File: src/rtl/mem_port_ctrl.sv
// Request front end for one memory_bank port: buffers host requests, Hamming(12,8)
// encodes writes, paces issues around write latency and corrects returned read data.
module mem_port_ctrl #(
    parameter int D_W     = 8,
    parameter int R_W     = 12,
    parameter int A_W     = 12,
    parameter int RL      = 2,
    parameter int WL      = 1,
    parameter int FIFO_AW = 2
) (
    input  logic           i_clk,
    input  logic           i_rst,
    input  logic           i_req_valid,
    output logic           o_req_ready,
    input  logic           i_req_we,
    input  logic [A_W-1:0] i_req_addr,
    input  logic [D_W-1:0] i_req_data,
    output logic           o_mem_en,
    output logic           o_mem_we,
    output logic [A_W-1:0] o_mem_addr,
    output logic [R_W-1:0] o_mem_din,
    input  logic [R_W-1:0] i_mem_dout,
    output logic           o_rd_valid,
    output logic [D_W-1:0] o_rd_data,
    output logic [A_W-1:0] o_rd_addr,
    output logic           o_rd_corr,
    output logic           o_rd_uncorr,
    output logic           o_busy
);

    localparam int DEPTH = 1 << FIFO_AW;
    localparam int E_W   = 1 + A_W + D_W;
    localparam int C_W   = FIFO_AW + 1;
    localparam int GAP_W = (WL > 0) ? $clog2(WL + 1) : 1;
    localparam int S_W   = $clog2(R_W + 1);

    typedef enum logic {
        IDLE,
        ISSUE
    } state_t;

    // Codeword position (1-based) of data bit idx: the non-power-of-two positions in order.
    function automatic int data_pos(input int idx);
        int cnt;
        data_pos = 0;
        cnt      = 0;
        for (int p = 1; p <= R_W; p++) begin
            if ((p & (p - 1)) != 0) begin
                if (cnt == idx) data_pos = p;
                cnt++;
            end
        end
    endfunction

    // Data index stored at a non-parity position.
    function automatic int data_idx(input int pos);
        data_idx = 0;
        for (int i = 0; i < D_W; i++) begin
            if (data_pos(i) == pos) data_idx = i;
        end
    endfunction

    // Data bits covered by the parity bit at power-of-two position pos.
    function automatic logic [D_W-1:0] parity_mask(input int pos);
        parity_mask = '0;
        for (int i = 0; i < D_W; i++) begin
            if ((data_pos(i) & pos) != 0) parity_mask[i] = 1'b1;
        end
    endfunction

    // Codeword bits whose position index has bit k set.
    function automatic logic [R_W-1:0] check_mask(input int k);
        check_mask = '0;
        for (int p = 1; p <= R_W; p++) begin
            if (((p >> k) & 1) == 1) check_mask[p-1] = 1'b1;
        end
    endfunction

    logic [E_W-1:0]     fifo_mem [DEPTH];
    logic [FIFO_AW-1:0] wr_ptr_reg;
    logic [FIFO_AW-1:0] rd_ptr_reg;
    logic [C_W-1:0]     count_reg;
    logic [C_W-1:0]     count_next;
    state_t             state_reg;
    logic [GAP_W-1:0]   gap_reg;

    logic           full;
    logic           empty;
    logic           push;
    logic           pop;
    logic           head_we;
    logic [A_W-1:0] head_addr;
    logic [D_W-1:0] head_data;
    logic [R_W-1:0] enc_cw;

    logic [RL-1:0]  trk_valid_reg;
    logic [A_W-1:0] trk_addr_reg [RL];
    logic [S_W-1:0] syndrome;
    logic [D_W-1:0] dec_data;
    logic           rd_issued;

    assign full        = (count_reg == C_W'(DEPTH));
    assign empty       = (count_reg == '0);
    assign o_req_ready = !full;
    assign push        = i_req_valid && !full;
    assign {head_we, head_addr, head_data} = fifo_mem[rd_ptr_reg];
    // Writes never wait; a read waits until the write-latency window has closed.
    assign pop         = (state_reg == ISSUE) && !empty && (head_we || (gap_reg == '0));

    always_comb begin
        count_next = count_reg;
        if (push && !pop) begin
            count_next = count_reg + C_W'(1);
        end else if (!push && pop) begin
            count_next = count_reg - C_W'(1);
        end
    end

    always_ff @(posedge i_clk) begin
        if (push) begin
            fifo_mem[wr_ptr_reg] <= {i_req_we, i_req_addr, i_req_data};
        end
    end

    always_ff @(posedge i_clk) begin
        if (i_rst) begin
            wr_ptr_reg <= '0;
            rd_ptr_reg <= '0;
            count_reg  <= '0;
        end else begin
            if (push) wr_ptr_reg <= wr_ptr_reg + FIFO_AW'(1);
            if (pop)  rd_ptr_reg <= rd_ptr_reg + FIFO_AW'(1);
            count_reg <= count_next;
        end
    end

    genvar gi;
    generate
        for (gi = 0; gi < R_W; gi++) begin : g_enc
            localparam int POS = gi + 1;
            if ((POS & (POS - 1)) == 0) begin : g_par
                assign enc_cw[gi] = ^(head_data & parity_mask(POS));
            end else begin : g_dat
                assign enc_cw[gi] = head_data[data_idx(POS)];
            end
        end
    endgenerate

    always_ff @(posedge i_clk) begin
        if (i_rst) begin
            state_reg  <= IDLE;
            gap_reg    <= '0;
            o_mem_en   <= 1'b0;
            o_mem_we   <= 1'b0;
            o_mem_addr <= '0;
            o_mem_din  <= '0;
        end else begin
            case (state_reg)
                IDLE:    if (push) state_reg <= ISSUE;
                ISSUE:   if (count_next == '0) state_reg <= IDLE;
                default: state_reg <= IDLE;
            endcase

            o_mem_en   <= pop;
            o_mem_we   <= pop && head_we;
            o_mem_addr <= pop ? head_addr : '0;
            o_mem_din  <= (pop && head_we) ? enc_cw : '0;

            if (pop && head_we) begin
                gap_reg <= GAP_W'(WL);
            end else if (gap_reg != '0) begin
                gap_reg <= gap_reg - GAP_W'(1);
            end
        end
    end

    // Stage 0 is loaded in the cycle after o_mem_en, so stage RL-1 lines up with bank data.
    assign rd_issued = o_mem_en && !o_mem_we;

    always_ff @(posedge i_clk) begin
        if (i_rst) begin
            trk_valid_reg <= '0;
        end else begin
            trk_valid_reg[0] <= rd_issued;
            for (int i = 1; i < RL; i++) begin
                trk_valid_reg[i] <= trk_valid_reg[i-1];
            end
        end
    end

    always_ff @(posedge i_clk) begin
        trk_addr_reg[0] <= o_mem_addr;
        for (int i = 1; i < RL; i++) begin
            trk_addr_reg[i] <= trk_addr_reg[i-1];
        end
    end

    generate
        for (gi = 0; gi < S_W; gi++) begin : g_syn
            assign syndrome[gi] = ^(i_mem_dout & check_mask(gi));
        end
        for (gi = 0; gi < D_W; gi++) begin : g_dec
            localparam int POS = data_pos(gi);
            assign dec_data[gi] = i_mem_dout[POS-1] ^ (syndrome == S_W'(POS));
        end
    endgenerate

    always_ff @(posedge i_clk) begin
        if (i_rst) begin
            o_rd_valid  <= 1'b0;
            o_rd_data   <= '0;
            o_rd_addr   <= '0;
            o_rd_corr   <= 1'b0;
            o_rd_uncorr <= 1'b0;
        end else begin
            o_rd_valid  <= trk_valid_reg[RL-1];
            o_rd_corr   <= trk_valid_reg[RL-1] && (syndrome != '0) && (syndrome <= S_W'(R_W));
            o_rd_uncorr <= trk_valid_reg[RL-1] && (syndrome > S_W'(R_W));
            if (trk_valid_reg[RL-1]) begin
                o_rd_data <= dec_data;
                o_rd_addr <= trk_addr_reg[RL-1];
            end
        end
    end

    assign o_busy = !empty || rd_issued || (|trk_valid_reg);

endmodule

File: config.mk
export PLATFORM = sky130hd
export DESIGN_NAME = mem_port_ctrl
export DESIGN_NICKNAME = d
export VERILOG_FILES = /design/src/rtl/mem_port_ctrl.sv
export SDC_FILE = /design/constraint.sdc
export NUM_CORES = 1
export LEC_CHECK = 0
export BUFFER_PORTS_ARGS = -buffer_cell sky130_fd_sc_hd__buf_2
export CAP_MARGIN = 15
export CELL_PAD_IN_SITES_DETAIL_PLACEMENT = 0
export CELL_PAD_IN_SITES_GLOBAL_PLACEMENT = 1
export CORE_ASPECT_RATIO = 0.9
export CORE_MARGIN = 10
export CORE_UTILIZATION = 51
export DETAILED_ROUTE_END_ITERATION = 10
export GPL_TIMING_DRIVEN = 1
export PLACE_DENSITY_LB_ADDON = 0.15
export SETUP_SLACK_MARGIN = 0.05
export SLEW_MARGIN = 20
export SYNTH_ARGS = -nofsm -noshare
export SYNTH_HDL_FRONTEND = slang
export SYNTH_SLANG_ARGS = --single-unit
export TNS_END_PERCENT = 100
File: constraint.sdc
create_clock -name i_clk -period 5.1 [get_ports i_clk]
set_input_delay 0.765 -clock i_clk [delete_from_list [all_inputs] [get_ports i_clk]]
set_output_delay 0.765 -clock i_clk [all_outputs]
set_load 0.01 [all_outputs]
Word-level counts from Yosys, hierarchy flattened
Memories as Yosys holds them, arrays and structs flattened. A register that Yosys moved wholly into a read port is not among the register bits.
Cells that the tools add are included.
- multipliers: 0
- $lt $le $gt $ge: 2
- bitwise gates (word level): 12
- divide/modulo/power cells: 0
- add/sub/neg operators: 5
- multiplexer cells: 10
- eq/ne operators: 9
- shift-type cells: 0
- reduce and logical (&&, ||, !) cells: 32
- operators with widths (kind ; number):
    $reduce_xor 12->1 ; 4
    $reduce_xor 8->1 ; 4
    $eq 4x4->1 const B ; 4
    $eq 4x3->1 const B ; 3
    $logic_and 1x1->1 ; 10
    $xor 1x1->1 ; 8
    $logic_not 3->1 ; 2
    $mux 3 ; 2
    $reduce_or 2->1 ; 3
    $logic_not 1->1 ; 5
    $mux 1 ; 5
    $add 2x1->2 const B ; 2
    $eq 4x2->1 const B ; 1
    $gt 4x4->1 const B ; 1
    $le 4x4->1 const B ; 1
    $mux 2 ; 2
    $not 1->1 ; 4
    $reduce_bool 4->1 ; 1
    $add 3x1->3 const B ; 1
    $eq 3x3->1 const B ; 1
    $logic_or 1x1->1 ; 3
    $sub 3x1->3 const B ; 1
    $pmux 1 s2 ; 1
    $sub 1x1->1 const B ; 1
- memories: 2
- latch bits: 0
- memory bits (read-only): 0
- bits in writable memories: 108
- flip-flop bits (word level): 48
- input bits: 36
- output and inout port bits: 51
- logic and storage cells: 86
- memories (name ; words ; bits a word ; rd ports ; clocked after Yosys merged registers in ; wr ports ; RTL line ; RTL):
    fifo_mem ; 4 ; 21 ; 1 ; 1 ; 1 ; 79 ; logic [E_W-1:0] fifo_mem [DEPTH];
    trk_addr_reg ; 2 ; 12 ; 2 ; 1 ; 2 ; 97 ; logic [A_W-1:0] trk_addr_reg [RL];

Longest topological paths before layout
- word-level depth: 10
- depth in mapped cells: 8
- gate-level depth less buffers: 7

Worst setup path before layout
Ideal clock, no wire load.
- path type: in2reg
- start: input port i_req_valid
- end: memory fifo_mem[0][0] in the netlist's numbering, enable pin
- path buffers: 1
- stages on the path: 3
- setup time: 0.379 ns
- required time: 4.721 ns
- arrival time: 1.945 ns
- path slack: 2.776 ns
- cells stage by stage: a21boi_1 clkbuf_1 and2_1
- cells in the longest elaborated chain, start to end: 3
- RTL lines (what ; RTL line ; RTL):
    start: declaration ; 13 ; input logic i_req_valid,
    $logic_and 1x1->1 ; 105 ; assign push = i_req_valid && !full;
    $mux 1 ; 120 ; if (push) begin
    $mux 1 (implied by the code) ; 121 ; fifo_mem[wr_ptr_reg] <= {i_req_we, i_req_addr, i_req_data};
    end: declaration ; 79 ;
Every way passes these cells.

==> summary.md <==
| Metric | Value |
|---|---|
| Max_slew headroom | approximately 30% |
| FP Rows | 37 |
| Core area | 11,570 sq um |
| Port Buffers | 86 |
| Clock Sink Count | 169 |
| Max Slew Vio Count | 0 |
| Crit Path Class | flip-flop to flip-flop |
| Share of flip-flops with an asynchronous set or reset after synthesis | 0% |
| RSZ-0062 raised after global routing | no |
| CTS Buffer Depth | 2 |
| Outcome | completed |
| Syn Nets | between 400 and 500 |
| Final Skew | 0.01189 ns |
| Worst Hold Class | flip-flop to flip-flop |
| Setup slack after layout | 2.490 ns |
| Final Hold Fails | 0 |
| R2r setup slk | roughly 2.5 ns |
| Final worst path period need | 2.610 ns |
| Area Growth Syn to Fin | 19.91% |
| Highest layer used for signal routing | met4 |
| Die height | about 120 um |
| Share of cells above drive strength 1 | 32.92% |
| Yosys warnings | 0 |
| 1st-pass router iterations | 4 |
| Maximum clock rate | roughly 380 MHz |
| Die Area | 16,740 sq um |
| Register area share after synthesis | 69.28% |
| DR vias/cell | ~4.9 |
| # placed instances | between 600 and 700 |
| Design Power | 3.622 mW |
| Fin nets | 513 |
| Leading register cell type out of synthesis | dfxtp_1 |
| Register bit total from synthesis | between 150 and 200 |
| Vias in the first global route | 3,335 |
| Residual DRC | 0 |
| Diodes inserted | 0 |
| Met3 WL | 482 um |
| Post-synthesis cell area | 6097 sq um |
| Total GRT Usage | between 10% and 20% |
| Number of flops mapped to enable cells by yosys | 84 |
| Arrival @ worst endpoint | 2.86 ns |
| Worst path required time | 5.35 ns |
| Crit path capture type | flip-flop |
| Post-Route WL | 10,920 um |
| Worst-path clk slew | around 0.06 ns |
| Met2 wire length | 5505 um |
| Cts hold-fix bufs | 0 |
| Worst ir drop on vdd | 0.3490 mV |
| Cts bufs inserted | 17 |
| CTS tree | built |
| Initial core utilization | a little over half |
| Worst Setup Start Kind | flip-flop |
| Ports | 87 |
| WL met1 | between 4000 and 5000 um |
| Number of flip-flops in the largest register | 84 |
| WHS | roughly 0.33 ns |
| PwrDens | 495.5 nW/um^2 |
| Critical-path maximum fanout | 21 |
| Antenna violations before repair | 0 |
| Post-Layout Cell Count | 639 |
| Iter 0 DRT Violations | 197 |
| Overflow after GRT | 0 |
| Synth cell types | 41 |
| Area post-placement | 6670 sq um |
| Largest net degree at the start of global routing | 34 |
| First-pass GRT wire length | ~17,000 um |
| Routed length per instance | around 17 um |
| Fin crit share | 51.18% |
| Tightest Pin Transition | 1.051 ns |
| Finished Cell Area | 7311 sq um |
| DP Worst Slack | between 2 and 2.5 ns |
| Gate Count Post-Synth | 375 |
| Setup TNS | 0 ns |
| H-Tree Depth | 4 |
| Root Driver | clkbuf_16 |
| # setup viols final | 0 |
| Hpwl dp | 7438 um |
| Die X | 135.3 um |
| Clock Latency Late Sink | 0.42 ns |
| DR vias | between 3,000 and 4,000 |
| Post-layout util | 63.17% |
| Post-CTS Resized | 0 |
| P_leak | 2.813 nW |
| Routability-driven placement congestion ratio | between 0.7 and 0.8 |
| Post-CTS Setup Repair Bufs | 0 |
| Max_cap viols | 0 |
| Avg Cell Area, Syn | roughly 16 sq um |
| Post-DRT Antenna Nets | 0 |
## power breakdown
part	switching, mW	total [mW]	internal [mW]
registers	0.0525	1.61	1.56
logic	0.356	0.678	0.322
clock network	0.530	1.33	0.803
total	0.938	3.62	2.68
## logic make-up after synthesis
family	share of synthesized area (%)
DFF	69.28
and+or+nand+nor	7.326
xor gates and xnor gates	8.065
muxes	9.891
buffers and inverters	1.662
AOI/OAI and AO/OA	2.175
adders and majority gates	1.601
## worst max-delay path, stage by stage (launching register included)
cell and delay [ns]:
dfxtp_1 0.99, mux4_2 0.55, o21ai_1 0.78, nor2b_1 0.14
## cell type report
| class | count | area (sq um) |
|---|---|---|
| timing repair buffer | 89 | 452.9 |
| fill | 872 | 4263 |
| tap | 156 | 195.2 |
| sequential | 169 | 4224 |
| clock buffer | 21 | 525.5 |
| inverter | 7 | 26.28 |
| multi-input combinational | 186 | 1775 |
| clock inverter | 11 | 111.4 |
## synthesized netlist by cell type (4+ instances only)
| cell | instances | area, sq um |
|---|---|---|
| xor2_1 | 7 | 61.31 |
| and3_1 | 8 | 50.05 |
| dfxtp_1 | 85 | 1702 |
| inv_1 | 6 | 22.52 |
| nor2b_1 | 14 | 87.58 |
| nor4_2 | 4 | 50.05 |
| edfxtp_1 | 84 | 2522 |
| mux4_2 | 21 | 473.0 |
| mux2i_1 | 13 | 130.1 |
| nand2_1 | 7 | 26.28 |
| nand4_1 | 4 | 25.02 |
| nor2_1 | 37 | 138.9 |
| clkbuf_1 | 8 | 30.03 |
| ha_1 | 7 | 87.58 |
| xnor2_1 | 24 | 210.2 |
| and2_1 | 6 | 37.54 |
| a211oi_1 | 8 | 60.06 |
## layout by cell type, fill, tap and decap left out, types with 3 or more instances in the layout
master,synthesis,final
buf_2,2,86
mux4_2,21,21
ha_1,7,7
nand4_1,4,4
nor4_2,4,4
dfxtp_1,85,85
inv_6,0,6
xnor2_1,24,24
mux2i_1,13,13
and2_1,6,3
inv_1,6,6
clkbuf_16,0,21
nor2_1,37,37
edfxtp_1,84,84
xor2_1,7,7
nor2b_1,14,14
a211oi_1,8,8
and2_2,0,3
and3_1,8,8
buf_4,1,3
nand2_1,7,7
## final timing paths
kind | from | end | depth (start not counted)
worst max-delay path | flip-flop | o_mem_addr[11] | 3
worst min-delay path | trk_addr_reg[0][9] | trk_addr_reg[1][9] | 0
worst max register to register | flip-flop | o_mem_addr[11] | 3
worst min register to register | trk_addr_reg[0][9] | trk_addr_reg[1][9] | 0
## layer usage
metal	vias to the layer above	GRT usage (%)
met5	-	0
met4	0	6.048
met3	9	4.187
met2	66	22.93
met1	1531	16.04
li1	1553	-
(Power assumes the default switching activity.)
